### config.mk
export PLATFORM = sky130hd
export DESIGN_NAME = seg7_scan_driver_flat
export DESIGN_NICKNAME = d
export VERILOG_FILES = /design/src/rtl/seg7_scan_driver_if.sv /design/src/rtl/seg7_scan_driver.sv /design/src/flat_wrapper.sv
export SDC_FILE = /design/constraint.sdc
export NUM_CORES = 1
export LEC_CHECK = 0
export CORE_AREA = 2 2 96 98
export DETAILED_ROUTE_END_ITERATION = 10
export DIE_AREA = 0 0 98 100
export HOLD_SLACK_MARGIN = 0.08
export PLACE_DENSITY = 0.82
export SLEW_MARGIN = 15
export SYNTH_ARGS = -nofsm -noshare
export SYNTH_HDL_FRONTEND = slang
export SYNTH_SLANG_ARGS = --single-unit
### constraint.sdc
create_clock -name clk -period 3.9 [get_ports clk]
set_input_delay 0.78 -clock clk [delete_from_list [all_inputs] [get_ports clk]]
set_output_delay 0.78 -clock clk [all_outputs]
set_load 0.01 [all_outputs]
### src/rtl/seg7_scan_driver_if.sv
// rtl/seg7_scan_driver_if.sv - display word in, multiplexed anode/segment drive out
interface seg7_scan_driver_if;
   logic [31:0] disp_num;
   logic [7:0]  LE;
   logic [7:0]  point;
   logic [7:0]  an;
   logic [7:0]  seg;
   logic        frame_done;

   modport master (
      output disp_num, LE, point,
      input  an, seg, frame_done
   );

   modport slave (
      input  disp_num, LE, point,
      output an, seg, frame_done
   );
endinterface

### src/rtl/seg7_scan_driver.sv
// rtl/seg7_scan_driver.sv - 8-digit common-anode seven-segment scanner with blink and blanking
module seg7_scan_driver #(
   parameter int SCAN_CYCLES  = 100000,
   parameter int BLANK_CYCLES = 2000,
   parameter int BLINK_CYCLES = 25000000
) (
   input  logic                clk,
   input  logic                rst,
   seg7_scan_driver_if.slave   bus
);

   localparam int CW = $clog2(SCAN_CYCLES);
   localparam int BW = (BLINK_CYCLES > 1) ? $clog2(BLINK_CYCLES) : 1;
   localparam logic [CW-1:0] CNT_LAST   = CW'(SCAN_CYCLES - 1);
   localparam logic [CW-1:0] CNT_BLANK  = CW'(BLANK_CYCLES);
   localparam logic [BW-1:0] BLINK_LAST = BW'(BLINK_CYCLES - 1);

   logic [CW-1:0] cnt;
   logic [2:0]    dig;
   logic [BW-1:0] blink_cnt;
   logic          blink_phase;
   logic [31:0]   num_s;
   logic [7:0]    le_s;
   logic [7:0]    pt_s;
   logic [7:0]    an_q;
   logic [7:0]    seg_q;
   logic          frame_done_q;

   logic          slot_end;
   logic          frame_end;
   logic [31:0]   num_shift;
   logic [3:0]    nib;
   logic [7:0]    an_nxt;
   logic [7:0]    seg_nxt;

   function automatic logic [6:0] hex7(input logic [3:0] v);
      case (v)
         4'h0: hex7 = 7'b1000000;
         4'h1: hex7 = 7'b1111001;
         4'h2: hex7 = 7'b0100100;
         4'h3: hex7 = 7'b0110000;
         4'h4: hex7 = 7'b0011001;
         4'h5: hex7 = 7'b0010010;
         4'h6: hex7 = 7'b0000010;
         4'h7: hex7 = 7'b1111000;
         4'h8: hex7 = 7'b0000000;
         4'h9: hex7 = 7'b0010000;
         4'hA: hex7 = 7'b0001000;
         4'hB: hex7 = 7'b0000011;
         4'hC: hex7 = 7'b1000110;
         4'hD: hex7 = 7'b0100001;
         4'hE: hex7 = 7'b0000110;
         default: hex7 = 7'b0001110;
      endcase
   endfunction

   always_comb begin
      slot_end  = (cnt == CNT_LAST);
      frame_end = slot_end && (dig == 3'd7);
      num_shift = num_s >> {dig, 2'b00};
      nib       = num_shift[3:0];
      an_nxt    = 8'hFF;
      seg_nxt   = 8'hFF;
      // Anti-ghost window at slot start, then suppress blinking digits in the off phase
      if ((cnt >= CNT_BLANK) && !(le_s[dig] && blink_phase)) begin
         an_nxt  = ~(8'b1 << dig);
         seg_nxt = {~pt_s[dig], hex7(nib)};
      end
   end

   always_ff @(posedge clk) begin
      if (!rst) begin
         cnt          <= '0;
         dig          <= 3'd0;
         blink_cnt    <= '0;
         blink_phase  <= 1'b0;
         num_s        <= 32'h0;
         le_s         <= 8'h0;
         pt_s         <= 8'h0;
         an_q         <= 8'hFF;
         seg_q        <= 8'hFF;
         frame_done_q <= 1'b0;
      end else begin
         cnt <= slot_end ? '0 : cnt + 1'b1;
         if (slot_end) begin
            dig <= dig + 3'd1;
         end
         // Shadows only move at the frame boundary so a frame never shows a mix of words
         if (frame_end) begin
            num_s <= bus.disp_num;
            le_s  <= bus.LE;
            pt_s  <= bus.point;
         end
         frame_done_q <= frame_end;

         if (blink_cnt == BLINK_LAST) begin
            blink_cnt   <= '0;
            blink_phase <= ~blink_phase;
         end else begin
            blink_cnt <= blink_cnt + 1'b1;
         end

         an_q  <= an_nxt;
         seg_q <= seg_nxt;
      end
   end

   assign bus.an         = an_q;
   assign bus.seg        = seg_q;
   assign bus.frame_done = frame_done_q;

endmodule

### src/flat_wrapper.sv
// flat-port wrapper written by rule: the top's interface ports become plain ports
module seg7_scan_driver_flat 
#(
   parameter int SCAN_CYCLES  = 100000,
   parameter int BLANK_CYCLES = 2000,
   parameter int BLINK_CYCLES = 25000000
)
  (clk, rst, bus_disp_num, bus_LE, bus_point, bus_an, bus_seg, bus_frame_done);
  seg7_scan_driver_if bus_i ();
  input  logic clk;
  input  logic rst;
  input wire logic [$bits(bus_i.disp_num)-1:0] bus_disp_num;
  input wire logic [$bits(bus_i.LE)-1:0] bus_LE;
  input wire logic [$bits(bus_i.point)-1:0] bus_point;
  output wire logic [$bits(bus_i.an)-1:0] bus_an;
  output wire logic [$bits(bus_i.seg)-1:0] bus_seg;
  output wire logic [$bits(bus_i.frame_done)-1:0] bus_frame_done;
  assign bus_i.disp_num = bus_disp_num;
  assign bus_i.LE = bus_LE;
  assign bus_i.point = bus_point;
  assign bus_an = bus_i.an;
  assign bus_seg = bus_i.seg;
  assign bus_frame_done = bus_i.frame_done;
  seg7_scan_driver #(.SCAN_CYCLES(SCAN_CYCLES), .BLANK_CYCLES(BLANK_CYCLES), .BLINK_CYCLES(BLINK_CYCLES)) u_core (.clk(clk), .rst(rst), .bus(bus_i));
endmodule
# Word level (Yosys, flattened, before mapping)
# Memory sizes are Yosys's and may differ from the RTL's. A register that Yosys moved wholly into a read port is not among the register bits.
# Cells that the tools add are included.
# totals
regBits	111
mem_bits_ro	112
inputBits	50
output_inout_bits	17
word_cells	37
mem_count	1
# classes
add_sub_neg	3
magnitude_cmp	2
n_eq_ne	3
shift	2
n_mux	4
bitwise	4
n_reduce_logical	8
# memory_table
name	depth	width	read_ports	rd_ports_with_merged_regs	wr	line_no	rtl
(name not given)	16	7	1	1	0	seg7_scan_driver.sv:37	case (v)
# ops
operator	n
32-bit by 5-bit right shift with 4-bit output	1
25-bit by 1-bit adder with 25-bit output, second input constant	1
25-bit == test, second input constant	1
17-bit by 1-bit adder with 17-bit output, second input constant	1
17-bit == test, second input constant	1
17-bit by 11-bit >= comparator with 1-bit output, second input constant	1
8-bit inverter	1
1-bit by 3-bit << shifter with 8-bit output, first input constant	1
1-bit binary-select mux with 3-bit select	2
3-bit by 4-bit < comparator with 1-bit output, second input constant	1
2-bit OR reduction	2
3-bit by 1-bit adder with 3-bit output, second input constant	1
3-bit == test, second input constant	1
1-bit logical AND	3
1-bit inverter	3
1-bit logical NOT	2
1-bit two-way mux	2
2-bit AND reduction	1

# Depth between registers and ports, before layout
# Gate-level depths: netlist of run 1.
# depth
depth_word	7
ltp_mapped	10
ltp_nobuf	8

# Least setup slack after synthesis of run 1
# No wires, ideal clock.
# synth_timing
path_type	reg2reg
startpoint	register u_core.dig[0]
endpoint	register u_core.seg_q[4] (netlist: u_core.bus.seg[4])
setup_time_ns	0.129
t_arrival_ns	2.241
required_ns	3.771
path_slack_ns	1.530
stages_incl_launch_ff	9
path_buffers	2
synth_period_minus_slack_ns	2.370
path_cell_list	dfxtp_1 > buf_2 > buf_2 > mux4_2 > mux2_2 > ha_1 > mux2_2 > nand2_1 > o211ai_1
# synth_between
elab_chain_len	7
word_cells_on_any_way	8
cone_classes	shift: 1; mux: 2; reduce/logical: 5
# synth_rtl
item	line_no	rtl
start: declaration	seg7_scan_driver.sv:19	logic [2:0] dig;
start signal: assignment	seg7_scan_driver.sv:86	dig <= dig + 3'd1;
1-bit binary-select mux with 3-bit select	seg7_scan_driver.sv:65	if ((cnt >= CNT_BLANK) && !(le_s[dig] && blink_phase)) begin
1-bit two-way mux (implied by the code)	seg7_scan_driver.sv:65	
1-bit logical AND	seg7_scan_driver.sv:65	
1-bit logical NOT	seg7_scan_driver.sv:65	
1-bit logical AND	seg7_scan_driver.sv:65	
2-bit AND reduction (no line)	-	
1-bit logical NOT (no line)	-	
end: declaration	seg7_scan_driver.sv:26	logic [7:0] seg_q;
# Several ways; a longest one is shown, not always the timed one. The select of a mux whose other input is x is not followed.
# A chain may end at the register's enable or synchronous reset.

# Final worst setup path of run 1
# layout_timing
startpoint	register u_core.dig[1]
endpoint	register u_core.an_q[0] (netlist: u_core.bus.an[0])
# layout_between
elab_chain_len	6
word_cells_on_any_way	8
cone_classes	shift: 1; mux: 2; bitwise: 1; reduce/logical: 4
# layout_rtl
item	line_no	rtl
1-bit binary-select mux with 3-bit select	seg7_scan_driver.sv:65	
1-bit two-way mux (implied by the code)	seg7_scan_driver.sv:65	
1-bit logical AND	seg7_scan_driver.sv:65	
1-bit logical NOT	seg7_scan_driver.sv:65	
1-bit logical AND	seg7_scan_driver.sv:65	
2-bit AND reduction (no line)	-	
end signal: assignment	seg7_scan_driver.sv:103	an_q <= an_nxt;
end: declaration	seg7_scan_driver.sv:25	logic [7:0] an_q;
# Several ways; a longest one is shown, not always the timed one. The select of a mux whose other input is x is not followed.

==> results_dict.tcl, run 1 <==
set metrics [dict create \
    status "complete, no violations" \
    cts_tree "yes" \
    relSlewSlack 0.366 \
    die_h_um 100 \
    num_rows 35 \
    wl_per_cell_um 14.4 \
    ir_worst_vdd_v 0.000207 \
    yosys.area.top_type "dfxtp_1" \
    drc_errors 0 \
    p_switching_uw 410 \
    fillers 722 \
    p_leak_nw 1.94 \
    total_power_mw 2.02 \
    cts_setup_buffers 0 \
    wl_met3_um 386 \
    cpMaxStageDelayCell "dfxtp_1" \
    worstPathCellList "mux4_2 -> mux2_2 -> a221oi_2 -> and2_1 -> nand2_1" \
    pin_count 67 \
    arrival_ns 3.13 \
    layout_setup_ws_ns 1.04 \
    syn_to_final_growth_pct 17.9 \
    numCtsBuffers 9 \
    layout-drive-gt1-share 0.135 \
    clockBufferDepth 2 \
    cts_hold_buffers 0 \
    stdcell_area_um2 5840 \
    skew_ns 0.00820 \
    post_dp_cell_area_um2 5600 \
    synth-edff-count 0 \
    wl_met1_um 4410 \
    first_iter_violations 119 \
    stdcell_count 711 \
    ant_nets 0 \
    fin_crit_ns 2.86 \
    power_frac_comb 0.040 \
    p_sw_frac 0.203 \
    worst_ep_required_time_ns 4.17 \
    nets 660 \
    critPathKind "reg2reg" \
    async_flop_share 0 \
    r2r_slack_ns 1.04 \
    synth-seq-cells 111 \
    hpwl_um 7420 \
    yosys_most_used_dff "dfxtp_1" \
    hold_class "reg2reg" \
    finalSetupViolations 0 \
    dr_wl_met2_um 5190 \
    antennaDiodeCount 0 \
    place_ws_ns 1.07 \
    ctsResizeCount 0 \
    power.share.clock 0.395 \
    fp.dieW_um 98 \
    seq_power_share 0.565 \
    synth_cells 544 \
    yosysSeqAreaShare 0.449 \
    p_int_mw 1.61 \
    dp_cells 695 \
    slowest_delay_ns 0.88 \
    timing.hold.ws_ns 0.455 \
    grt_max_degree 57 \
    place_congestion 0.854 \
    syn_nets 609 \
    grt_pass1_wl_um 17900 \
    rsz0062_at_grt "no" \
    grt_pass1_vias 3841 \
    yosysUniqueCellTypes 44 \
    drv_slew 0 \
    core_area_um2 8890 \
    drtPass1Iterations 4 \
    grt_use_total 0.223 \
    yosys_warnings 0 \
    cts_root_buf "clkbuf_8" \
    maxClockFrequency_mhz 349 \
    wl_um 10200 \
    antenna_found_initial 0 \
    grt_overflow_total 0 \
    clock-sinks 111 \
    path_clk_slew_ns 0.09 \
    startpoint_type "flop" \
    end_kind "flop" \
    fin_crit_sh 0.735 \
    clock_latency_ns 0.37 \
    finalHoldViolCount 0 \
    htreeDepth 3 \
    top_layer_used "met4" \
    die-area_um2 9800 \
    final_util 0.657 \
    synth_top_area_share 0.449 \
    syn_area_um2 4950 \
    fin_setup_tns_ns 0 \
    p_per_area_nw_per_um2 347 \
    maxCapViolCount 0 \
    numPortBuffers 66 \
    critPathMaxFanout 16 \
    synth_area_leaders "dfxtp_1 (45%), nand2_1 (7.7%), mux4_2 (5.5%)" \
    syn_avg_cell_area_um2 9.10 \
    tightest_slew_ns 0.951 \
    routed_via_density 5.42 \
    vias 3851 \
    initial_core_util 0.557 \
]
-- area by class of cell --
class	instances	area, um^2	share of cell area
well taps	111	139	0.0238
clock inverters	6	109	0.0186
multi-input cells	389	2500	0.428
inverters	15	56.3	0.00964
repair buffers	69	683	0.117
clock buffers	10	128	0.0219
flip-flops and latches	111	2220	0.381
-- path summary, 6_finish.rpt --
path	startpoint	to	cells past startpoint
setup / recovery	u_core.dig[1]$_SDFFE_PN0N_	u_core.bus.an[0]$_SDFF_PN1_	5
hold / removal	u_core.num_s[14]$_SDFFE_PN0P_	u_core.num_s[14]$_SDFFE_PN0P_	2
setup reg to reg	u_core.dig[1]$_SDFFE_PN0N_	u_core.bus.an[0]$_SDFF_PN1_	5
hold reg to reg	u_core.num_s[14]$_SDFFE_PN0P_	u_core.num_s[14]$_SDFFE_PN0P_	2
-- critical path: cells and delay by family (launching register included) --
kind / cells / cell delay [ns]
AOI/OAI and AO/OA: 1 / 0.80
DFF: 1 / 0.88
muxes: 2 / 0.71
and+or+nand+nor: 2 / 0.35
-- power by group through the flow --
stage | clock network [mW] | logic (mW) | registers [mW]
after floorplan | 0 | 0.0264 | 1.17
after global placement | 0 | 0.0797 | 1.17
after detailed placement | 0 | 0.0812 | 1.17
after CTS | 0.816 | 0.0816 | 1.14
after global routing | 0.850 | 0.0883 | 1.14
final | 0.799 | 0.0809 | 1.14
-- placed cells by master (no fill, tap or decap), types with 5 or more instances in the layout --
cell type | Yosys | final
xnor2_1 | 27 | 27
nand2_1 | 102 | 102
ha_1 | 15 | 15
nor3_1 | 10 | 10
nor4_1 | 6 | 6
inv_1 | 14 | 13
a21oi_1 | 30 | 30
clkbuf_8 | 0 | 9
xor2_1 | 11 | 11
and3_1 | 5 | 5
nor2_1 | 53 | 53
a21oi_2 | 20 | 20
dfxtp_1 | 111 | 111
nand3_1 | 20 | 20
mux2i_1 | 6 | 6
nand2_2 | 20 | 20
mux4_2 | 12 | 12
clkdlybuf4s50_1 | 0 | 66
nand4_1 | 9 | 9
-- metal layers --
metal | up-vias | GRT usage
li1 | 1915 | -
met1 | 1819 | 0.275
met2 | 95 | 0.387
met3 | 22 | 0.0501
met4 | 0 | 0.0769
met5 | - | 0
-- cells by family (layout without fill, tap and decap cells) --
family	count (synthesis)	after routing	synth area share
flops	111	111	0.449
mux	22	22	0.0758
xor+xnor	38	38	0.0672
compound gates	66	66	0.0882
buf+inv	44	100	0.0460
simple gates	248	248	0.236
fa+ha+maj	15	15	0.0379
-- cell usage after synthesis (12+ instances only) --
library cell,n
xnor2_1,27
a21oi_1,30
nand2_2,20
nor2_1,53
a21oi_2,20
nand2_1,102
mux4_2,12
ha_1,15
inv_1,14
clkbuf_1,13
nand3_1,20
dfxtp_1,111
-- flip-flops by register name, indices dropped and copies added, names as in the netlist --
register / flops
u_core.blink_phase: 1
u_core.bus.frame_done: 1
u_core.le_s: 8
u_core.pt_s: 8
u_core.bus.an: 8
u_core.blink_cnt: 25
u_core.bus.seg: 8
u_core.num_s: 32
u_core.cnt: 17
u_core.dig: 3
No activity file was read; power rests on OpenSTA's default activity.
==> run 2: changes to the inputs <==
--- a/config.mk
+++ b/config.mk
@@ -5,11 +5,11 @@
 export SDC_FILE = /design/constraint.sdc
 export NUM_CORES = 1
 export LEC_CHECK = 0
-export CORE_AREA = 2 2 96 98
+export CORE_AREA = 2 2 98 100
 export DETAILED_ROUTE_END_ITERATION = 10
-export DIE_AREA = 0 0 98 100
+export DIE_AREA = 0 0 100 102
 export HOLD_SLACK_MARGIN = 0.08
-export PLACE_DENSITY = 0.82
+export PLACE_DENSITY = 0.79
 export SLEW_MARGIN = 15
 export SYNTH_ARGS = -nofsm -noshare
 export SYNTH_HDL_FRONTEND = slang
==> constraint.sdc (replaced) <==
create_clock -name clk -period 2.77 [get_ports clk]
set_input_delay 0.554 -clock clk [delete_from_list [all_inputs] [get_ports clk]]
set_output_delay 0.554 -clock clk [all_outputs]
set_load 0.01 [all_outputs]
==> run 2 against run 1 <==
Clock power up 44%. First-iteration DRC count increased by 18%. Hold slack worse by 0.015 ns. Maximum frequency grew 21%. Die area increased by 4.1%. Global-route usage decreased by 1.8 points. Combinational power up 46%. Via count shrank 0.29%. Clock skew grew 0.0057 ns. Total power grew 42%. Sequential share of layout area shrank 0.45 points. Largest power group unchanged. Non-clock buffer count increased by 7.
==> results_dict.tcl, run 2 (same netlist as run 1, synthesis figures left out) <==
set metrics [dict create \
    cts_tree "yes" \
    status "complete, no violations" \
    p_leak_nw 1.98 \
    hold_class "reg2reg" \
    wl_um 9880 \
    first_iter_violations 141 \
    htreeDepth 3 \
    final_common_cell "dfxtp_1" \
    cts_root_buf "clkbuf_8" \
    pin_count 67 \
    numPortBuffers 66 \
    clock-sinks 111 \
    grt_pass1_vias 3725 \
    tightest_slew_ns 0.663 \
    maxCapViolCount 0 \
    finalHoldViolCount 0 \
    path_clk_slew_ns 0.10 \
    core_area_um2 9110 \
    fin_crit_ns 2.36 \
    grt_use_total 0.205 \
    critPathMaxFanout 14 \
    total_power_mw 2.88 \
    ir_worst_vdd_v 0.000258 \
    wl_per_cell_um 13.8 \
    die_h_um 102 \
    ctsResizeCount 0 \
    numCtsBuffers 9 \
    startpoint "u_core.dig[0]$_SDFFE_PN0N_" \
    end_kind "flop" \
    drv_slew 0 \
    largest_registers "u_core.num_s x32, u_core.blink_cnt x25, u_core.cnt x17" \
    grt_max_degree 57 \
    largest_reg_flops 32 \
    p_per_area_nw_per_um2 487 \
    fp.dieW_um 100 \
    drc_errors 0 \
    r2r_start "u_core.dig[0]$_SDFFE_PN0N_" \
    hpwl_um 7060 \
    initial_core_util 0.544 \
    mostFrequentLayoutCells "dfxtp_1 (111), nand2_1 (102), clkdlybuf4s50_1 (66)" \
    grt_overflow_total 0 \
    routed_via_density 5.35 \
    antennaDiodeCount 0 \
    num_rows 35 \
    skew_ns 0.0139 \
    worst_ep_required_time_ns 3.03 \
    vias 3840 \
    clock_latency_ns 0.37 \
    fin_setup_tns_ns 0 \
    syn_to_final_growth_pct 19.3 \
    hp-start "u_core.blink_cnt[0]$_SDFF_PP0_" \
    ant_nets 0 \
    critPathKind "reg2reg" \
    relSlewSlack 0.558 \
    maxClockFrequency_mhz 423 \
    top_register "u_core.num_s" \
    rsz0062_at_grt "no" \
    finalSetupViolations 0 \
    clockBufferDepth 2 \
    layout-drive-gt1-share 0.147 \
    cts_setup_buffers 0 \
    cts_hold_buffers 0 \
    place_congestion 0.822 \
    nets 667 \
    drtPass1Iterations 4 \
    antenna_found_initial 0 \
    arrival_ns 2.62 \
    fin_crit_sh 0.853 \
    startpoint_type "flop" \
    die-area_um2 10200 \
    grt_pass1_wl_um 16800 \
]
-- run 2: cell types whose count changed in the layout (fill, tap and decap cells not counted), sizes merged --
cell,before,now
inv,14,16
clkinv,4,3
buf,3,10
clkbuf,10,9
-- run 2: worst max-delay path: stages, from the launching register on --
cell and delay, ns:
dfxtp_1 0.36, buf_4 0.29, mux4_2 0.54, mux2_2 0.32, inv_1 0.15, ha_1 0.17
nor2_1 0.06, a211oi_1 0.27, o21ai_1 0.10
-- run 2: area by class of cell --
type	instances	area [um^2]
Sequential cell	111	2220
Timing Repair Buffer	76	748
Tap cell	111	139
Inverter	15	56.3
Fill cell	736	3200
Clock inverter	7	118
Clock buffer	9	124
Multi-Input combinational cell	389	2500
-- run 2: per-layer routing --
metal	vias up	global-route usage	share of wire
met4	0	0.0854	0.019
met3	17	0.0397	0.035
li1	1935	-	-
met1	1818	0.258	0.47
met2	70	0.348	0.47
met5	-	0	0
-- run 2: metrics by stage --
step	cells	util	setup slack, ns	hold slack [ns]	cell area, um^2
6_report	718	0.649	0.407	0.440	5910
2_1_floorplan	544	-	0.400	0.413	4950
5_1_grt	718	0.649	0.224	0.465	5910
3_3_place_gp	702	0.622	0.505	0.426	5670
4_1_cts	718	0.649	0.401	0.446	5910
3_5_place_dp	702	0.622	0.412	0.431	5670
-- run 2: power breakdown --
part	internal (mW)	switching, mW
sequential	1.60	0.00699
clock	0.604	0.545
combinational	0.0731	0.0446
-- run 2: final timing paths --
kind / end / slack, ns / depth (start not counted)
worst max-delay path: u_core.bus.seg[3]$_SDFF_PN1_ / 0.41 / 8
worst min-delay path: u_core.blink_cnt[0]$_SDFF_PP0_ / 0.44 / 1
worst max register to register: u_core.bus.seg[3]$_SDFF_PN1_ / 0.41 / 8
worst min register to register: u_core.blink_cnt[0]$_SDFF_PP0_ / 0.44 / 1
==> run 3: changes to the inputs <==
--- a/config.mk
+++ b/config.mk
@@ -8,6 +8,7 @@
 export CORE_AREA = 2 2 98 100
 export DETAILED_ROUTE_END_ITERATION = 10
 export DIE_AREA = 0 0 100 102
+export GPL_ROUTABILITY_DRIVEN = 1
 export HOLD_SLACK_MARGIN = 0.08
 export PLACE_DENSITY = 0.79
 export SLEW_MARGIN = 15
==> results of run 3 <==
Final layout, timing and power as in run 2 (identical DEF).
